**src/rtl/bps_pkg.sv**
```systemverilog
// ----------------------------------------------------------------------------
// bps_pkg
// Shared definitions for the tick controller: divisor and tick-count widths,
// reset-default divisors, run-mode encoding and the controller FSM states.
// ----------------------------------------------------------------------------
package bps_pkg;

  localparam int DIV_W = 14;
  localparam int CNT_W = 8;

  localparam logic [DIV_W-1:0] BPS_DEF_DIV_LO = 14'd10000;
  localparam logic [DIV_W-1:0] BPS_DEF_DIV_HI = 14'd10000;

  localparam logic MODE_PERIODIC = 1'b0;
  localparam logic MODE_ONESHOT  = 1'b1;

  typedef enum logic [1:0] {
    ST_IDLE   = 2'd0,
    ST_RUN    = 2'd1,
    ST_PAUSED = 2'd2
  } state_t;

endpackage

```
**src/rtl/bps_prescaler.sv**
```systemverilog
// ----------------------------------------------------------------------------
// bps_prescaler
// Two-stage period counter. The low stage counts 0..div_lo and wraps; the high
// stage advances on each low-stage wrap. term is asserted combinationally while
// both stages sit on their terminal values; the next enabled edge then clears
// both stages, so one full period is (div_lo+1)*(div_hi+1) enabled cycles.
//
// Ports
//   clk     clock
//   rst_n   asynchronous active-low reset, clears both stages
//   en      advance the counter this cycle
//   clr     clear both stages (dominates en)
//   div_lo  low-stage terminal value
//   div_hi  high-stage terminal value
//   term    both stages at their terminal values
// ----------------------------------------------------------------------------
module bps_prescaler
  import bps_pkg::*;
(
  input  logic             clk,
  input  logic             rst_n,
  input  logic             en,
  input  logic             clr,
  input  logic [DIV_W-1:0] div_lo,
  input  logic [DIV_W-1:0] div_hi,
  output logic             term
);

  logic [DIV_W-1:0] lo;
  logic [DIV_W-1:0] hi;

  assign term = (lo == div_lo) && (hi == div_hi);

  always_ff @(posedge clk or negedge rst_n) begin
    if (!rst_n) begin
      lo <= '0;
      hi <= '0;
    end else if (clr) begin
      lo <= '0;
      hi <= '0;
    end else if (en) begin
      if (term) begin
        lo <= '0;
        hi <= '0;
      end else if (lo == div_lo) begin
        lo <= '0;
        hi <= hi + DIV_W'(1);
      end else begin
        lo <= lo + DIV_W'(1);
      end
    end
  end

endmodule

```
**src/rtl/bps_tick_ctrl.sv**
```systemverilog
// ----------------------------------------------------------------------------
// bps_tick_ctrl
// Programmable period tick generator with periodic and one-shot modes,
// pause/resume and stop. Configuration is captured only while idle.
//
// Ports
//   clk         clock
//   rst_n       asynchronous active-low reset
//   cfg_we      load cfg_div_lo/cfg_div_hi/cfg_count/cfg_mode (idle only)
//   cfg_div_lo  low-stage terminal value
//   cfg_div_hi  high-stage terminal value
//   cfg_count   number of ticks in a one-shot sequence
//   cfg_mode    0 = periodic, 1 = one-shot
//   start       start from IDLE, resume from PAUSED
//   stop        abort to IDLE (tick_cnt kept, no done)
//   pause       freeze a running sequence
//   tick        one-cycle pulse per period
//   busy        running or paused
//   done        one-cycle pulse when a one-shot sequence completes
//   tick_cnt    ticks since the last start from IDLE
// ----------------------------------------------------------------------------
module bps_tick_ctrl
  import bps_pkg::*;
#(
  parameter logic [DIV_W-1:0] DEF_DIV_LO = BPS_DEF_DIV_LO,
  parameter logic [DIV_W-1:0] DEF_DIV_HI = BPS_DEF_DIV_HI
) (
  input  logic             clk,
  input  logic             rst_n,
  input  logic             cfg_we,
  input  logic [DIV_W-1:0] cfg_div_lo,
  input  logic [DIV_W-1:0] cfg_div_hi,
  input  logic [CNT_W-1:0] cfg_count,
  input  logic             cfg_mode,
  input  logic             start,
  input  logic             stop,
  input  logic             pause,
  output logic             tick,
  output logic             busy,
  output logic             done,
  output logic [CNT_W-1:0] tick_cnt
);

  state_t           state;
  logic [DIV_W-1:0] div_lo_q;
  logic [DIV_W-1:0] div_hi_q;
  logic [CNT_W-1:0] count_q;
  logic             mode_q;

  logic             term;
  logic             run_step;
  logic             pre_clr;
  logic [CNT_W-1:0] tick_cnt_nxt;
  logic             eff_mode;
  logic [CNT_W-1:0] eff_count;

  // A cycle advances the period when running without stop/pause, or on the
  // resume edge out of PAUSED: the resume edge counts, so a pause of N cycles
  // delays the next tick by exactly N cycles.
  assign run_step = !stop &&
                    (((state == ST_RUN) && !pause) ||
                     ((state == ST_PAUSED) && start));

  // Counters are held at zero throughout IDLE, which also covers the clear
  // on a start from IDLE.
  assign pre_clr = (state == ST_IDLE) || stop;

  assign busy         = (state != ST_IDLE);
  assign tick_cnt_nxt = tick_cnt + CNT_W'(1);

  // A start in the same cycle as a config write runs with the new settings.
  assign eff_mode  = cfg_we ? cfg_mode  : mode_q;
  assign eff_count = cfg_we ? cfg_count : count_q;

  bps_prescaler u_prescaler (
    .clk    (clk),
    .rst_n  (rst_n),
    .en     (run_step),
    .clr    (pre_clr),
    .div_lo (div_lo_q),
    .div_hi (div_hi_q),
    .term   (term)
  );

  always_ff @(posedge clk or negedge rst_n) begin
    if (!rst_n) begin
      state    <= ST_IDLE;
      tick     <= 1'b0;
      done     <= 1'b0;
      tick_cnt <= '0;
      div_lo_q <= DEF_DIV_LO;
      div_hi_q <= DEF_DIV_HI;
      count_q  <= '0;
      mode_q   <= MODE_PERIODIC;
    end else begin
      tick <= 1'b0;
      done <= 1'b0;
      case (state)
        ST_IDLE: begin
          if (cfg_we) begin
            div_lo_q <= cfg_div_lo;
            div_hi_q <= cfg_div_hi;
            count_q  <= cfg_count;
            mode_q   <= cfg_mode;
          end
          if (start && !stop) begin
            tick_cnt <= '0;
            // An empty one-shot completes immediately without running.
            if ((eff_mode == MODE_ONESHOT) && (eff_count == '0)) begin
              done <= 1'b1;
            end else begin
              state <= ST_RUN;
            end
          end
        end

        ST_RUN, ST_PAUSED: begin
          if (stop) begin
            state <= ST_IDLE;
          end else if ((state == ST_RUN) && pause) begin
            state <= ST_PAUSED;
          end else if (run_step) begin
            state <= ST_RUN;
            if (term) begin
              tick     <= 1'b1;
              tick_cnt <= tick_cnt_nxt;
              if ((mode_q == MODE_ONESHOT) && (tick_cnt_nxt == count_q)) begin
                done  <= 1'b1;
                state <= ST_IDLE;
              end
            end
          end
        end

        default: state <= ST_IDLE;
      endcase
    end
  end

endmodule

```
**config.mk**
```make
export PLATFORM = sky130hd
export DESIGN_NAME = bps_tick_ctrl
export DESIGN_NICKNAME = d
export VERILOG_FILES = /design/src/rtl/bps_pkg.sv /design/src/rtl/bps_prescaler.sv /design/src/rtl/bps_tick_ctrl.sv
export SDC_FILE = /design/constraint.sdc
export NUM_CORES = 1
export LEC_CHECK = 0
export ABC_CLOCK_PERIOD_IN_PS = 3100
export BUFFER_PORTS_ARGS = -buffer_cell sky130_fd_sc_hd__buf_2
export CAP_MARGIN = 20
export CORE_MARGIN = 10
export CORE_UTILIZATION = 45
export DETAILED_ROUTE_END_ITERATION = 6
export GPL_TIMING_DRIVEN = 0
export PLACE_DENSITY = 0.72
export SYNTH_ARGS = -nofsm -noshare
export SYNTH_HDL_FRONTEND = slang
export SYNTH_SLANG_ARGS = --single-unit
```
**constraint.sdc**
```tcl
create_clock -name clk -period 3.1 [get_ports clk]
set_clock_uncertainty 0.2 [all_clocks]
set_input_delay 0.31 -clock clk [delete_from_list [all_inputs] [get_ports clk]]
set_output_delay 0.31 -clock clk [all_outputs]
set_load 0.005 [all_outputs]
```
Word level (Yosys, flattened, before mapping)
Index checks and enable logic that the tools add are counted.

word-level totals
  bits in registers = 77
  bits of input ports = 43
  output and inout bits = 11
  logic and storage cells = 85

cells by class
  add/subtract/negate cells = 3
  eq/ne operators = 12
  multiplexer cells = 37
  reduce and logical (&&, ||, !) cells = 23

operators by type and width
  cell                     count
  $mux W14                 8
  $mux W8                  6
  $add A14 B1 Y14 const B  2
  $eq A14 B14 Y1           2
  $pmux W8 S2              1
  $mux W1                  15
  $mux W2                  5
  $ne A2 B2 Y1 const B     5
  $add A8 B1 Y8 const B    1
  $eq A8 B8 Y1             1
  $logic_and A1 B1 Y1      8
  $logic_not A8 Y1         1
  $reduce_and A6 Y1        1
  $reduce_bool A2 Y1       3
  $ne A4 B4 Y1 const B     1
  $pmux W2 S2              1
  $reduce_and A2 Y1        2
  $reduce_and A3 Y1        1
  $reduce_bool A3 Y1       1
  $eq A2 B1 Y1 const B     1
  $eq A2 B2 Y1 const B     1
  $logic_not A1 Y1         2
  $logic_not A2 Y1         1
  $logic_or A1 B1 Y1       2
  other kinds (3)          3

Logic depth before layout (Yosys ltp)
Gate-level depths: netlist of run 1.

  word-level depth = 9
  mapped depth = 10
  gate-level depth less buffers = 8

By module
From an unflattened synthesis of run 1, not the netlist that was laid out.

second synthesis, totals
  cell total of the unflattened synthesis = 397
  area, all modules = 4294.1 um^2

by module, submodules not included
  module         times used  cells an instance  area each (um^2)  seq. area each (um^2)
  bps_tick_ctrl  1           200                2408.6            1238.7
  bps_prescaler  1           197                1885.6            700.7

Worst setup path after synthesis of run 1
Ideal clock, no wire load.

  kind = flip-flop to flip-flop
  start = reg state[0]
  end = reg u_prescaler.hi[2]
  setup time = 124 ps
  arrival time = 2105 ps
  required time = 2776 ps
  slack = 671 ps
  stages on the path, launching flop included = 9
  path buffers = 2
  clock period less this slack = 2429 ps
  path through = dfrtp_1 inv_1 ha_1 or2_2 dlygate4sd3_1 buf_6 o21ai_0 xor2_1 nor2_1

between the ends
  cells in the longest elaborated chain, start to end = 6
  elaborated cells between the ends (all ways) = 12
  those cells by class = 2 x eq/ne; 1 x mux; 9 x reduce/logical

RTL lines
  what                                                 line                                      text
  start: declaration                                   bps_tick_ctrl.sv:44                       state_t state;
  start signal: assignment                             bps_tick_ctrl.sv:87                       state <= ST_IDLE;
  start signal: assignment                             bps_tick_ctrl.sv:112                      state <= ST_RUN;
  start signal: assignment                             bps_tick_ctrl.sv:119                      state <= ST_IDLE;
  $eq A2 B1 Y1 / $eq A2 B2 Y1 (equally long branches)  bps_tick_ctrl.sv:61, bps_tick_ctrl.sv:62
  $logic_and A1 B1 Y1 (on tied branches)               bps_tick_ctrl.sv:61, bps_tick_ctrl.sv:62
  $logic_or A1 B1 Y1                                   bps_tick_ctrl.sv:61                       (((state == ST_RUN) && !pause) ||
  $logic_and A1 B1 Y1                                  bps_tick_ctrl.sv:60                       assign run_step = !stop &&
  $reduce_bool A2 Y1 (no line)                         -
  $reduce_and A2 Y1 (no line)                          -
  end signal: assignment                               bps_prescaler.sv:47                       hi <= hi + DIV_W'(1);
  end: declaration                                     bps_prescaler.sv:30                       logic [DIV_W-1:0] hi;

Parallel ways exist; a longest one is shown, timed or not.
A chain may end at the register's enable or synchronous reset.

Worst setup path in the final report of run 1
  start = reg state[0]
  end = reg tick_cnt[0]

between the ends
  cells in the longest elaborated chain, start to end = 6
  elaborated cells between the ends (all ways) = 17
  those cells by class = 7 x eq/ne; 1 x mux; 9 x reduce/logical

RTL lines
  what                                                 line                                      text
  $eq A2 B1 Y1 / $eq A2 B2 Y1 (equally long branches)  -
  $logic_and A1 B1 Y1 (on tied branches)               bps_tick_ctrl.sv:61, bps_tick_ctrl.sv:62
  $logic_or A1 B1 Y1                                   bps_tick_ctrl.sv:61
  $logic_and A1 B1 Y1                                  bps_tick_ctrl.sv:60
  $ne A2 B2 Y1 (no line)                               -
  $reduce_and A6 Y1 (no line)                          -
  end signal: assignment                               bps_tick_ctrl.sv:126                      tick_cnt <= tick_cnt_nxt;
  end: declaration                                     bps_tick_ctrl.sv:41                       output logic [CNT_W-1:0] tick_cnt

Parallel ways exist; a longest one is shown, timed or not.

==> results of run 1 <==
-- flip-flops by register name (all words and copies together), names as in the netlist --
register and cells:
div_hi_q 14, div_lo_q 14, u_prescaler.hi 14, u_prescaler.lo 14
count_q 8, tick_cnt 8, state 2, done 1
mode_q 1, tick 1
-- repair_timing --
| item | in CTS | in global routing |
|---|---|---|
| hold buffers | 34 | 0 |
| endpoints found under the hold margin | 58 | 0 |
| endpoints found under the setup margin | 0 | 0 |
-- cell families after synthesis --
kind of cell               count (synthesis)  share of synthesized area (%)
xor gates and xnor gates                  55                           11.8
adders and majority gates                  7                           2.08
and+or+nand+nor                          128                           16.8
buffers and inverters                     21                           2.38
AOI/OAI and AO/OA                         67                           10.8
muxes                                     38                           10.1
DFF                                       77                           46.0
-- worst max-delay path, stage by stage (launching register included) --
cell and delay, ns:
sky130_fd_sc_hd__dfrtp_1 0.40, sky130_fd_sc_hd__inv_1 0.08, sky130_fd_sc_hd__ha_1 0.38, sky130_fd_sc_hd__nand2b_1 0.10, sky130_fd_sc_hd__a21oi_1 0.59, sky130_fd_sc_hd__a31oi_1 0.37, sky130_fd_sc_hd__or2_0 0.34, sky130_fd_sc_hd__a22o_1 0.25
-- final timing paths --
kind / end / slack, ns / cells after the start
setup / recovery: tick_cnt[0]$_DFFE_PN0P_ / 0.29 / 7
hold / removal: div_hi_q[5]$_DFFE_PN0P_ / 0.009 / 2
setup reg to reg: tick_cnt[0]$_DFFE_PN0P_ / 0.29 / 7
hold reg to reg: div_lo_q[6]$_DFFE_PN0P_ / 0.33 / 1
max in group asynchronous: div_lo_q[8]$_DFFE_PN1P_ / 1.83 / 3
min in group asynchronous: div_hi_q[7]$_DFFE_PN0P_ / 0.24 / 2
-- metal layers --
layer / global-route usage, % / routed length [microns] / vias up
met5: 0 / 0 / -
met4: 5.44 / 120 / 0
met3: 2.77 / 350 / 10
met2: 24.7 / 4700 / 49
met1: 20.1 / 4670 / 1611
li1: - / - / 1621
-- cell usage after synthesis (all sizes together), types with 5 or more instances --
cell type  number  area [sq um]
nor2           31           116
nand4          13          93.8
dfrtp          67          1680
a41oi           6          52.6
xor2           19           166
ha              7          87.6
xnor2          36           330
nor3            6          30.0
and3            6          37.5
clkbuf          7          26.3
dfstp          10           263
and2            6          38.8
nand2          25          93.8
nor4            6          67.6
inv             8          30.0
o31ai          15           113
a21oi          10          50.1
nand3          14          70.1
buf             5          33.8
mux2           37           417
o21ai          16          83.8
-- area by class of cell --
type | instances | area (sq um) | area share, %
plain buffers | 13 | 70.1 | 1.35
clock buffers | 10 | 128 | 2.45
clock inverters | 6 | 87.6 | 1.68
inverters | 8 | 30.0 | 0.577
multi-input cells | 295 | 2170 | 41.8
flip-flops and latches | 77 | 1940 | 37.3
well taps | 111 | 139 | 2.67
repair buffers | 88 | 636 | 12.2
-- power by group through the flow --
| stage | combinational [mW] | clock, mW | sequential, mW |
|---|---|---|---|
| 2_1_floorplan | 1.07 | 0 | 1.55 |
| 3_3_place_gp | 1.30 | 0 | 1.61 |
| 3_5_place_dp | 1.34 | 0 | 1.64 |
| 4_1_cts | 1.39 | 0.852 | 1.62 |
| 5_1_grt | 1.52 | 0.894 | 1.66 |
| 6_report | 1.38 | 0.834 | 1.61 |
-- stage by stage --
stage | hold WS, ns | setup WS (ns) | instances | instance area (sq um)
after floorplan | -0.186 | 0.671 | 393 | 4210
after global placement | 0.316 | 0.465 | 557 | 4620
after detailed placement | 0.0863 | 0.365 | 558 | 4650
after CTS | 0.00211 | 0.330 | 608 | 5200
after global routing | 0.00938 | 0.184 | 608 | 5200
final | 0.00862 | 0.285 | 608 | 5200
==> impl_metrics.xml, run 1 <==
<?xml version="1.0" encoding="UTF-8"?>
<metrics>
  <group name="run_status">
    <metric name="run_status" unit="">completed</metric>
  </group>
  <group name="clocking">
    <metric name="postCtsSetupRepairBufs" unit="">0</metric>
    <metric name="cts_resized" unit="">0</metric>
    <metric name="cts_num_sinks" unit="">77</metric>
    <metric name="clock_latency" unit="ns">0.35</metric>
    <metric name="cts_buffer_depth" unit="">2</metric>
    <metric name="clock_tree_from_tritoncts" unit="">done</metric>
    <metric name="clock_tree_root_buffer_cell" unit="">sky130_fd_sc_hd__clkbuf_8</metric>
    <metric name="tritoncts.num_buffers" unit="">9</metric>
    <metric name="post_cts_clock_slew_at_the_launch_and_capture_registers_of_the_worst_setup_and_hold_paths" unit="ns">0.08</metric>
    <metric name="cts_h_tree_depth" unit="">3</metric>
  </group>
  <group name="global_route">
    <metric name="track_usage" unit="%">15.3</metric>
    <metric name="antenna_violations_before_repair" unit="">0</metric>
    <metric name="grt.overflow.total" unit="">0</metric>
    <metric name="grt_pass1_vias" unit="">3459</metric>
    <metric name="grt_max_degree" unit="">47</metric>
    <metric name="global_route_wire_length_before_repair" unit="microns">16800</metric>
  </group>
  <group name="synth">
    <metric name="synth_flop_cell" unit="">sky130_fd_sc_hd__dfrtp_1</metric>
    <metric name="postSynthNetCount" unit="">443</metric>
    <metric name="syn-mean-instance-area" unit="sq um">10.7</metric>
    <metric name="synth-seq-area-share" unit="%">46.0</metric>
    <metric name="synth.yosys.warnings" unit="">0</metric>
    <metric name="ys_ff_latch" unit="">77</metric>
    <metric name="mappedNetlistArea" unit="sq um">4210</metric>
    <metric name="synth_enable_flop_cells" unit="">0</metric>
    <metric name="netlist_instances" unit="">393</metric>
    <metric name="netlist-cell-type-count" unit="">53</metric>
    <metric name="synth-async-reset-ratio" unit="%">100</metric>
  </group>
  <group name="route">
    <metric name="average_via_count_per_standard_cell" unit="">5.41</metric>
    <metric name="drt_first_pass_iters" unit="">4</metric>
    <metric name="routed_wirelength" unit="microns">9840</metric>
    <metric name="via_count" unit="">3291</metric>
    <metric name="detail_route.drc_violations" unit="">0</metric>
    <metric name="post_drt_wl_per_cell" unit="microns">16.2</metric>
    <metric name="drt_iter0_markers" unit="">170</metric>
    <metric name="route.antenna.remaining_nets" unit="">0</metric>
  </group>
  <group name="sta">
    <metric name="time_the_final_worst_path_needs_with_i_o_delays_and_setup" unit="ns">2.81</metric>
    <metric name="worst-slew-pin-transition" unit="ns">0.739</metric>
    <metric name="clock.fmax" unit="GHz">0.355</metric>
    <metric name="max_slew_margin" unit="%">50.7</metric>
    <metric name="timing.final.hold_violations" unit="">0</metric>
    <metric name="tns" unit="ns">0</metric>
    <metric name="rsz0062_at_grt" unit="">false</metric>
    <metric name="timing_max_transition_violations_final" unit="">0</metric>
    <metric name="min_period_over_period" unit="%">90.8</metric>
    <metric name="setup_viol" unit="">0</metric>
  </group>
  <group name="layout">
    <metric name="final_cell_mix" unit="">sky130_fd_sc_hd__dfrtp_1, sky130_fd_sc_hd__buf_2, sky130_fd_sc_hd__mux2_2</metric>
    <metric name="diodes" unit="">0</metric>
    <metric name="final_common_cell" unit="">sky130_fd_sc_hd__dfrtp_1</metric>
    <metric name="syn_to_final_growth" unit="%">23.5</metric>
    <metric name="drive_gt1_share" unit="%">26.6</metric>
    <metric name="fin_nets" unit="">542</metric>
    <metric name="utilization" unit="%">56.6</metric>
    <metric name="filler_cell_count" unit="">789</metric>
  </group>
  <group name="setup_path">
    <metric name="startpoint_class_of_the_critical_path" unit="">flip-flop</metric>
    <metric name="startpoint" unit="">state[0]$_DFFE_PN0P_</metric>
    <metric name="worst_ep_arrival_time" unit="ns">2.84</metric>
    <metric name="criticalPathCategory" unit="">flip-flop to flip-flop</metric>
    <metric name="crit-reg2reg-launch" unit="">state[0]$_DFFE_PN0P_</metric>
    <metric name="timing.critical_path.fanout_max" unit="">9</metric>
    <metric name="required_time_worst_endpoint" unit="ns">3.13</metric>
    <metric name="endpoint_kind" unit="">flip-flop</metric>
  </group>
  <group name="power">
    <metric name="cell_internal_pwr" unit="mW">2.52</metric>
    <metric name="switching_share" unit="%">34.3</metric>
    <metric name="switchingPower" unit="mW">1.31</metric>
    <metric name="vdd.ir_drop.worst" unit="mV">0.337</metric>
    <metric name="power.density" unit="nW/um^2">736</metric>
    <metric name="seq_power_share" unit="%">42.2</metric>
    <metric name="p_leak" unit="nW">2.21</metric>
    <metric name="combinational_share_of_power" unit="%">36.0</metric>
    <metric name="post-layout-total-power" unit="mW">3.83</metric>
    <metric name="clock_power_share" unit="%">21.8</metric>
  </group>
  <group name="floorplan">
    <metric name="rows" unit="">35</metric>
    <metric name="core" unit="sq um">9200</metric>
    <metric name="io-pin-count" unit="">54</metric>
    <metric name="floorplan.initialDensity" unit="%">45.8</metric>
    <metric name="floorplan.die.width" unit="microns">117</metric>
    <metric name="dieArea" unit="sq um">13600</metric>
    <metric name="die_h" unit="microns">117</metric>
  </group>
  <group name="placed_design">
    <metric name="numPortBuffers" unit="">53</metric>
    <metric name="dp_hpwl" unit="microns">7260</metric>
    <metric name="finalWeightedCongestion" unit="">0.871</metric>
  </group>
  <group name="worst_hold_path">
    <metric name="holdCritStartpoint" unit="">cfg_div_hi[5]</metric>
    <metric name="hold_path.class" unit="">input pin to flip-flop</metric>
  </group>
  <group name="job">
    <metric name="cap_violations" unit="">0</metric>
  </group>
</metrics>
No activity file was read; power rests on OpenSTA's default activity.
==> inputs of run 2 (changes only) <==
--- a/config.mk
+++ b/config.mk
@@ -8,11 +8,12 @@
 export ABC_CLOCK_PERIOD_IN_PS = 3100
 export BUFFER_PORTS_ARGS = -buffer_cell sky130_fd_sc_hd__buf_2
 export CAP_MARGIN = 20
+export CORE_ASPECT_RATIO = 0.6
 export CORE_MARGIN = 10
 export CORE_UTILIZATION = 45
 export DETAILED_ROUTE_END_ITERATION = 6
 export GPL_TIMING_DRIVEN = 0
-export PLACE_DENSITY = 0.72
+export PLACE_DENSITY = 0.74
 export SYNTH_ARGS = -nofsm -noshare
 export SYNTH_HDL_FRONTEND = slang
 export SYNTH_SLANG_ARGS = --single-unit
==> run 2 against run 1 <==
Final area shrank 2.1%. Utilization shrank 0.95 points. Sequential share of layout area up 0.81 points. Critical endpoint is now div_hi_q[2]$_DFFE_PN0P_.
==> impl_metrics.xml, run 2 (synthesis gave the netlist of run 1 again) <==
<?xml version="1.0" encoding="UTF-8"?>
<metrics>
  <group name="global_route">
    <metric name="antenna_violations_before_repair" unit="">0</metric>
    <metric name="grt_max_degree" unit="">62</metric>
    <metric name="grt.overflow.total" unit="">0</metric>
    <metric name="grt_pass1_vias" unit="">3358</metric>
    <metric name="global_route_wire_length_before_repair" unit="microns">16800</metric>
    <metric name="track_usage" unit="%">15.5</metric>
  </group>
  <group name="route">
    <metric name="drt_first_pass_iters" unit="">5</metric>
    <metric name="post_drt_wl_per_cell" unit="microns">16.6</metric>
    <metric name="via_count" unit="">3293</metric>
    <metric name="average_via_count_per_standard_cell" unit="">5.45</metric>
    <metric name="route.antenna.remaining_nets" unit="">0</metric>
    <metric name="detail_route.drc_violations" unit="">0</metric>
    <metric name="routed_wirelength" unit="microns">10000</metric>
    <metric name="drt_iter0_markers" unit="">288</metric>
  </group>
  <group name="clocking">
    <metric name="clock_tree_from_tritoncts" unit="">done</metric>
    <metric name="cts_num_sinks" unit="">77</metric>
    <metric name="post_cts_clock_slew_at_the_launch_and_capture_registers_of_the_worst_setup_and_hold_paths" unit="ns">0.06</metric>
    <metric name="tritoncts.num_buffers" unit="">9</metric>
    <metric name="cts_buffer_depth" unit="">2</metric>
    <metric name="cts_resized" unit="">0</metric>
    <metric name="cts_h_tree_depth" unit="">3</metric>
    <metric name="clock_tree_root_buffer_cell" unit="">sky130_fd_sc_hd__clkbuf_16</metric>
    <metric name="clock_latency" unit="ns">0.34</metric>
  </group>
  <group name="power">
    <metric name="combinational_share_of_power" unit="%">33.7</metric>
    <metric name="clock_power_share" unit="%">26.7</metric>
    <metric name="vdd.ir_drop.worst" unit="mV">0.397</metric>
    <metric name="cell_internal_pwr" unit="mW">2.73</metric>
    <metric name="switching_share" unit="%">32.9</metric>
    <metric name="seq_power_share" unit="%">39.6</metric>
    <metric name="power.density" unit="nW/um^2">799</metric>
    <metric name="switchingPower" unit="mW">1.34</metric>
    <metric name="p_leak" unit="nW">2.16</metric>
  </group>
  <group name="layout">
    <metric name="filler_cell_count" unit="">802</metric>
    <metric name="diodes" unit="">0</metric>
    <metric name="fin_nets" unit="">519</metric>
    <metric name="final_common_cell" unit="">sky130_fd_sc_hd__dfrtp_1</metric>
    <metric name="design_area" unit="sq um">5090</metric>
    <metric name="final_cell_mix" unit="">sky130_fd_sc_hd__dfrtp_1, sky130_fd_sc_hd__buf_2, sky130_fd_sc_hd__mux2_2</metric>
    <metric name="drive_gt1_share" unit="%">28.1</metric>
    <metric name="syn_to_final_growth" unit="%">20.9</metric>
  </group>
  <group name="run_status">
    <metric name="run_status" unit="">completed</metric>
  </group>
  <group name="setup_path">
    <metric name="worst_ep_arrival_time" unit="ns">2.77</metric>
    <metric name="endpoint_kind" unit="">flip-flop</metric>
    <metric name="regToRegSetupSlack" unit="ns">0.34</metric>
    <metric name="worstRegToRegCells" unit="">6</metric>
    <metric name="startpoint_class_of_the_critical_path" unit="">flip-flop</metric>
    <metric name="crit-reg2reg-capture" unit="">div_hi_q[2]$_DFFE_PN0P_</metric>
    <metric name="crit-reg2reg-launch" unit="">state[0]$_DFFE_PN0P_</metric>
    <metric name="criticalPathCategory" unit="">flip-flop to flip-flop</metric>
    <metric name="required_time_worst_endpoint" unit="ns">3.11</metric>
    <metric name="timing.critical_path.fanout_max" unit="">10</metric>
  </group>
  <group name="floorplan">
    <metric name="rows" unit="">27</metric>
    <metric name="die_h" unit="microns">94.9</metric>
    <metric name="io-pin-count" unit="">54</metric>
    <metric name="dieArea" unit="sq um">13800</metric>
    <metric name="core" unit="sq um">9160</metric>
    <metric name="floorplan.initialDensity" unit="%">46.0</metric>
    <metric name="floorplan.die.width" unit="microns">145</metric>
  </group>
  <group name="placed_design">
    <metric name="dpl-instance-area" unit="sq um">4670</metric>
    <metric name="finalWeightedCongestion" unit="">0.896</metric>
    <metric name="numPortBuffers" unit="">53</metric>
    <metric name="dp_hpwl" unit="microns">7530</metric>
  </group>
  <group name="sta">
    <metric name="time_the_final_worst_path_needs_with_i_o_delays_and_setup" unit="ns">2.76</metric>
    <metric name="timing.final.hold_violations" unit="">0</metric>
    <metric name="tns" unit="ns">0</metric>
    <metric name="max_slew_margin" unit="%">52.3</metric>
    <metric name="clock.fmax" unit="GHz">0.362</metric>
    <metric name="min_period_over_period" unit="%">89.0</metric>
    <metric name="timing_max_transition_violations_final" unit="">0</metric>
    <metric name="rsz0062_at_grt" unit="">false</metric>
    <metric name="worst-slew-pin-transition" unit="ns">0.715</metric>
    <metric name="setup_viol" unit="">0</metric>
  </group>
  <group name="worst_hold_path">
    <metric name="min_path_cells" unit="">2</metric>
    <metric name="hold_path_end" unit="">div_lo_q[2]$_DFFE_PN0P_</metric>
    <metric name="hold_path.class" unit="">input pin to flip-flop</metric>
    <metric name="holdCritStartpoint" unit="">cfg_div_lo[2]</metric>
  </group>
  <group name="job">
    <metric name="cap_violations" unit="">0</metric>
  </group>
</metrics>
## run 2: worst max-delay path by stage
stage,endpoint,slack (ns),from
after CTS,div_lo_q[3]$_DFFE_PN0P_,0.31,state[0]$_DFFE_PN0P_
final,div_hi_q[2]$_DFFE_PN0P_,0.34,state[0]$_DFFE_PN0P_
after detailed placement,div_lo_q[3]$_DFFE_PN0P_,0.34,state[0]$_DFFE_PN0P_
after floorplan,u_prescaler.hi[2]$_DFFE_PN0P_,0.67,state[0]$_DFFE_PN0P_
after global placement,div_lo_q[2]$_DFFE_PN0P_,0.40,state[0]$_DFFE_PN0P_
after global routing,tick_cnt[5]$_DFFE_PN0P_,0.10,state[1]$_DFFE_PN0P_
## run 2: worst max-delay path: stages (launching register included)
cell and delay (ns):
sky130_fd_sc_hd__dfrtp_1 0.39, sky130_fd_sc_hd__inv_1 0.08, sky130_fd_sc_hd__ha_1 0.31, sky130_fd_sc_hd__nand2_1 0.13
sky130_fd_sc_hd__clkbuf_1 0.56, sky130_fd_sc_hd__clkbuf_1 0.56, sky130_fd_sc_hd__mux2_2 0.40
## run 2: repair_timing
action	4_1_cts	5_1_grt
hold endpoints to repair	78	1
hold buffers	10	1
setup buffers	0	0
## run 2: metal layers
layer / share of wire (%) / wire length [microns] / global-route usage, % / vias to the layer above
met4: 1.2 / 116 / 4.69 / 0
met3: 7.4 / 742 / 5.01 / 12
met5: 0 / 0 / 0 / -
li1: - / - / - / 1579
met1: 50 / 4990 / 22.1 / 1594
met2: 42 / 4170 / 21.7 / 108
## run 2: cell type report
type                    instances  area [sq um]  share of cell area [%]
clock buffers                  12           267                    5.23
inverters                       8          30.0                   0.590
well taps                     130           163                    3.19
multi-input cells             295          2170                    42.7
flip-flops and latches         77          1940                    38.1
plain buffers                  13          70.1                    1.38
clock inverters                 4          45.0                   0.885
repair buffers                 65           405                    7.96
## run 2: metrics by stage
| stage | setup WS [ns] | util [%] | cells | hold slack [ns] | power, mW |
|---|---|---|---|---|---|
| after floorplan | 0.671 | - | 393 | -0.186 | 2.62 |
| after global placement | 0.396 | 50.7 | 576 | 0.313 | 2.91 |
| after detailed placement | 0.340 | 51.0 | 577 | 0.000645 | 2.98 |
| after CTS | 0.310 | 55.5 | 603 | 0.000298 | 4.10 |
| after global routing | 0.103 | 55.6 | 604 | 0.00314 | 4.33 |
| final | 0.340 | 55.6 | 604 | 0.0103 | 4.07 |
## run 2: power groups by stage
stage	clock [mW]	sequential [mW]	combinational, mW
finish	1.09	1.61	1.37
global route	1.15	1.66	1.53
CTS	1.11	1.62	1.37
detailed placement	0	1.63	1.35
global placement	0	1.61	1.30
floorplan	0	1.55	1.07
==> inputs of run 3 (changes only) <==
--- a/config.mk
+++ b/config.mk
@@ -5,11 +5,11 @@
 export SDC_FILE = /design/constraint.sdc
 export NUM_CORES = 1
 export LEC_CHECK = 0
-export ABC_CLOCK_PERIOD_IN_PS = 3100
+export ABC_CLOCK_PERIOD_IN_PS = 3000
 export BUFFER_PORTS_ARGS = -buffer_cell sky130_fd_sc_hd__buf_2
 export CAP_MARGIN = 20
 export CORE_ASPECT_RATIO = 0.6
-export CORE_MARGIN = 10
+export CORE_MARGIN = 5
 export CORE_UTILIZATION = 45
 export DETAILED_ROUTE_END_ITERATION = 6
 export GPL_TIMING_DRIVEN = 0
==> constraint.sdc (replaced) <==
create_clock -name clk -period 3 [get_ports clk]
set_clock_uncertainty 0.2 [all_clocks]
set_input_delay 0.3 -clock clk [delete_from_list [all_inputs] [get_ports clk]]
set_output_delay 0.3 -clock clk [all_outputs]
set_load 0.005 [all_outputs]
==> run 3 against run 2 <==
Utilization up 1.2 points. Hold slack worse by 0.0026 ns. Total power up 1.7%. Die area down 17%. Largest power group unchanged.
==> impl_metrics.xml, run 3 (synthesis gave the netlist of run 1 again) <==
<?xml version="1.0" encoding="UTF-8"?>
<metrics>
  <group name="sta">
    <metric name="tns" unit="ns">0</metric>
    <metric name="timing_max_transition_violations_final" unit="">0</metric>
    <metric name="worst-slew-pin-transition" unit="ns">0.717</metric>
    <metric name="clock.fmax" unit="GHz">0.361</metric>
    <metric name="rsz0062_at_grt" unit="">false</metric>
    <metric name="max_slew_margin" unit="%">52.2</metric>
    <metric name="fin_ws" unit="ns">0.231</metric>
    <metric name="time_the_final_worst_path_needs_with_i_o_delays_and_setup" unit="ns">2.77</metric>
    <metric name="min_period_over_period" unit="%">92.3</metric>
    <metric name="timing.final.hold_violations" unit="">0</metric>
    <metric name="setup_viol" unit="">0</metric>
  </group>
  <group name="route">
    <metric name="post_drt_wl_per_cell" unit="microns">16.4</metric>
    <metric name="route.antenna.remaining_nets" unit="">0</metric>
    <metric name="average_via_count_per_standard_cell" unit="">5.41</metric>
    <metric name="routed_wirelength" unit="microns">10100</metric>
    <metric name="via_count" unit="">3344</metric>
    <metric name="drt_first_pass_iters" unit="">5</metric>
    <metric name="drt_iter0_markers" unit="">287</metric>
    <metric name="detail_route.drc_violations" unit="">0</metric>
  </group>
  <group name="setup_path">
    <metric name="worst_path_cell_with_the_longest_stage_delay" unit="">sky130_fd_sc_hd__clkbuf_1</metric>
    <metric name="endpoint_kind" unit="">flip-flop</metric>
    <metric name="worst_ep_arrival_time" unit="ns">2.79</metric>
    <metric name="worst_path_dominant_cell_family" unit="">buffers and inverters</metric>
    <metric name="criticalPathCategory" unit="">flip-flop to flip-flop</metric>
    <metric name="regToRegSetupSlack" unit="ns">0.23</metric>
    <metric name="required_time_worst_endpoint" unit="ns">3.02</metric>
    <metric name="startpoint_class_of_the_critical_path" unit="">flip-flop</metric>
    <metric name="worstRegToRegCells" unit="">6</metric>
    <metric name="critical_path.max_stage_delay" unit="ns">0.56</metric>
    <metric name="timing.critical_path.fanout_max" unit="">10</metric>
    <metric name="crit-reg2reg-capture" unit="">div_hi_q[12]$_DFFE_PN0P_</metric>
    <metric name="crit_path_frequent_cell" unit="">sky130_fd_sc_hd__clkbuf_1</metric>
    <metric name="cp_num_buf_inv" unit="">3</metric>
    <metric name="crit-reg2reg-launch" unit="">state[0]$_DFFE_PN0P_</metric>
    <metric name="cp_cell_sequence" unit="">inv_1 -&gt; ha_1 -&gt; nand2_1 -&gt; clkbuf_1 -&gt; clkbuf_1 -&gt; mux2_2</metric>
  </group>
  <group name="clocking">
    <metric name="postCtsSetupRepairBufs" unit="">0</metric>
    <metric name="cts_h_tree_depth" unit="">3</metric>
    <metric name="tritoncts.num_buffers" unit="">9</metric>
    <metric name="cts_num_sinks" unit="">77</metric>
    <metric name="post_cts_clock_slew_at_the_launch_and_capture_registers_of_the_worst_setup_and_hold_paths" unit="ns">0.06</metric>
    <metric name="clock_latency" unit="ns">0.34</metric>
    <metric name="clock_tree_from_tritoncts" unit="">done</metric>
    <metric name="clock_tree_root_buffer_cell" unit="">sky130_fd_sc_hd__clkbuf_16</metric>
    <metric name="cts_buffer_depth" unit="">2</metric>
  </group>
  <group name="floorplan">
    <metric name="core" unit="sq um">9160</metric>
    <metric name="io-pin-count" unit="">54</metric>
    <metric name="floorplan.die.width" unit="microns">135</metric>
    <metric name="die_h" unit="microns">84.9</metric>
    <metric name="rows" unit="">27</metric>
    <metric name="dieArea" unit="sq um">11500</metric>
    <metric name="floorplan.initialDensity" unit="%">46.0</metric>
  </group>
  <group name="power">
    <metric name="power.density" unit="nW/um^2">795</metric>
    <metric name="p_leak" unit="nW">2.20</metric>
    <metric name="post-layout-total-power" unit="mW">4.14</metric>
    <metric name="vdd.ir_drop.worst" unit="mV">0.458</metric>
  </group>
  <group name="layout">
    <metric name="diodes" unit="">0</metric>
    <metric name="final_common_cell" unit="">sky130_fd_sc_hd__dfrtp_1</metric>
    <metric name="drive_gt1_share" unit="%">26.6</metric>
    <metric name="fin_nets" unit="">533</metric>
    <metric name="syn_to_final_growth" unit="%">23.5</metric>
    <metric name="filler_cell_count" unit="">786</metric>
    <metric name="final_cell_mix" unit="">sky130_fd_sc_hd__dfrtp_1, sky130_fd_sc_hd__buf_2, sky130_fd_sc_hd__mux2_2</metric>
  </group>
  <group name="job">
    <metric name="cap_violations" unit="">0</metric>
  </group>
  <group name="worst_hold_path">
    <metric name="hold_path.class" unit="">input pin to flip-flop</metric>
    <metric name="min_path_cells" unit="">2</metric>
    <metric name="holdCritStartpoint" unit="">cfg_count[2]</metric>
    <metric name="hold_path_end" unit="">count_q[2]$_DFFE_PN0P_</metric>
  </group>
  <group name="placed_design">
    <metric name="dp_worst_setup_slack" unit="ns">0.244</metric>
    <metric name="dp_hpwl" unit="microns">7310</metric>
    <metric name="finalWeightedCongestion" unit="">0.857</metric>
    <metric name="numPortBuffers" unit="">53</metric>
  </group>
  <group name="global_route">
    <metric name="global_route_wire_length_before_repair" unit="microns">16900</metric>
    <metric name="grt_pass1_vias" unit="">3322</metric>
    <metric name="grt.overflow.total" unit="">0</metric>
    <metric name="track_usage" unit="%">18.8</metric>
    <metric name="grt_max_degree" unit="">63</metric>
    <metric name="antenna_violations_before_repair" unit="">0</metric>
  </group>
  <group name="run_status">
    <metric name="run_status" unit="">completed</metric>
  </group>
</metrics>
## run 3: stage by stage
stage / area, sq um / instances / util [%] / hold slack (ns)
after detailed placement: 4670 / 577 / 51.0 / -0.0150
final: 5200 / 618 / 56.8 / 0.00769
after global routing: 5200 / 618 / 56.8 / 0.0109
after CTS: 5190 / 617 / 56.7 / 0.000863
after global placement: 4640 / 576 / 50.7 / 0.313
after floorplan: 4210 / 393 / - / -0.196
## run 3: how the worst max path moves through the flow
stage / cells after the start / slack [ns] / start / to
2_1_floorplan: 8 / 0.57 / state[0]$_DFFE_PN0P_ / u_prescaler.hi[2]$_DFFE_PN0P_
3_3_place_gp: 6 / 0.29 / state[0]$_DFFE_PN0P_ / div_hi_q[12]$_DFFE_PN0P_
3_5_place_dp: 6 / 0.24 / state[0]$_DFFE_PN0P_ / div_lo_q[3]$_DFFE_PN0P_
4_1_cts: 6 / 0.22 / state[0]$_DFFE_PN0P_ / div_hi_q[12]$_DFFE_PN0P_
5_1_grt: 7 / 0.03 / state[0]$_DFFE_PN0P_ / tick_cnt[1]$_DFFE_PN0P_
6_report: 6 / 0.23 / state[0]$_DFFE_PN0P_ / div_hi_q[12]$_DFFE_PN0P_
## run 3: final cells by class
cell class / count / area, sq um / area share, %
Multi-Input combinational cell: 295 / 2170 / 41.8
Clock inverter: 1 / 5.00 / 0.0962
Tap cell: 130 / 163 / 3.13
Clock buffer: 15 / 278 / 5.34
Inverter: 8 / 30.0 / 0.577
Timing Repair Buffer: 79 / 546 / 10.5
Sequential cell: 77 / 1940 / 37.3
Buffer: 13 / 70.1 / 1.35
## run 3: timing repair
action	in CTS	in global routing
hold endpoints to repair	91	1
resized for setup	0	0
setup endpoints to repair	0	0
hold buffers	24	1
## run 3: metal layers
| layer | routed length (microns) | vias to the layer above | track usage (%) |
|---|---|---|---|
| met2 | 4260 | 117 | 26.2 |
| met4 | 144 | 0 | 5.64 |
| met1 | 5000 | 1608 | 27.3 |
| met3 | 748 | 11 | 6.58 |
| li1 | - | 1608 | - |
| met5 | 0 | - | 0 |
## run 3: report_power, final
| group | internal [mW] | switching, mW |
|---|---|---|
| Sequential | 1.39 | 0.281 |
| Combinational | 0.734 | 0.695 |
| Clock | 0.628 | 0.409 |
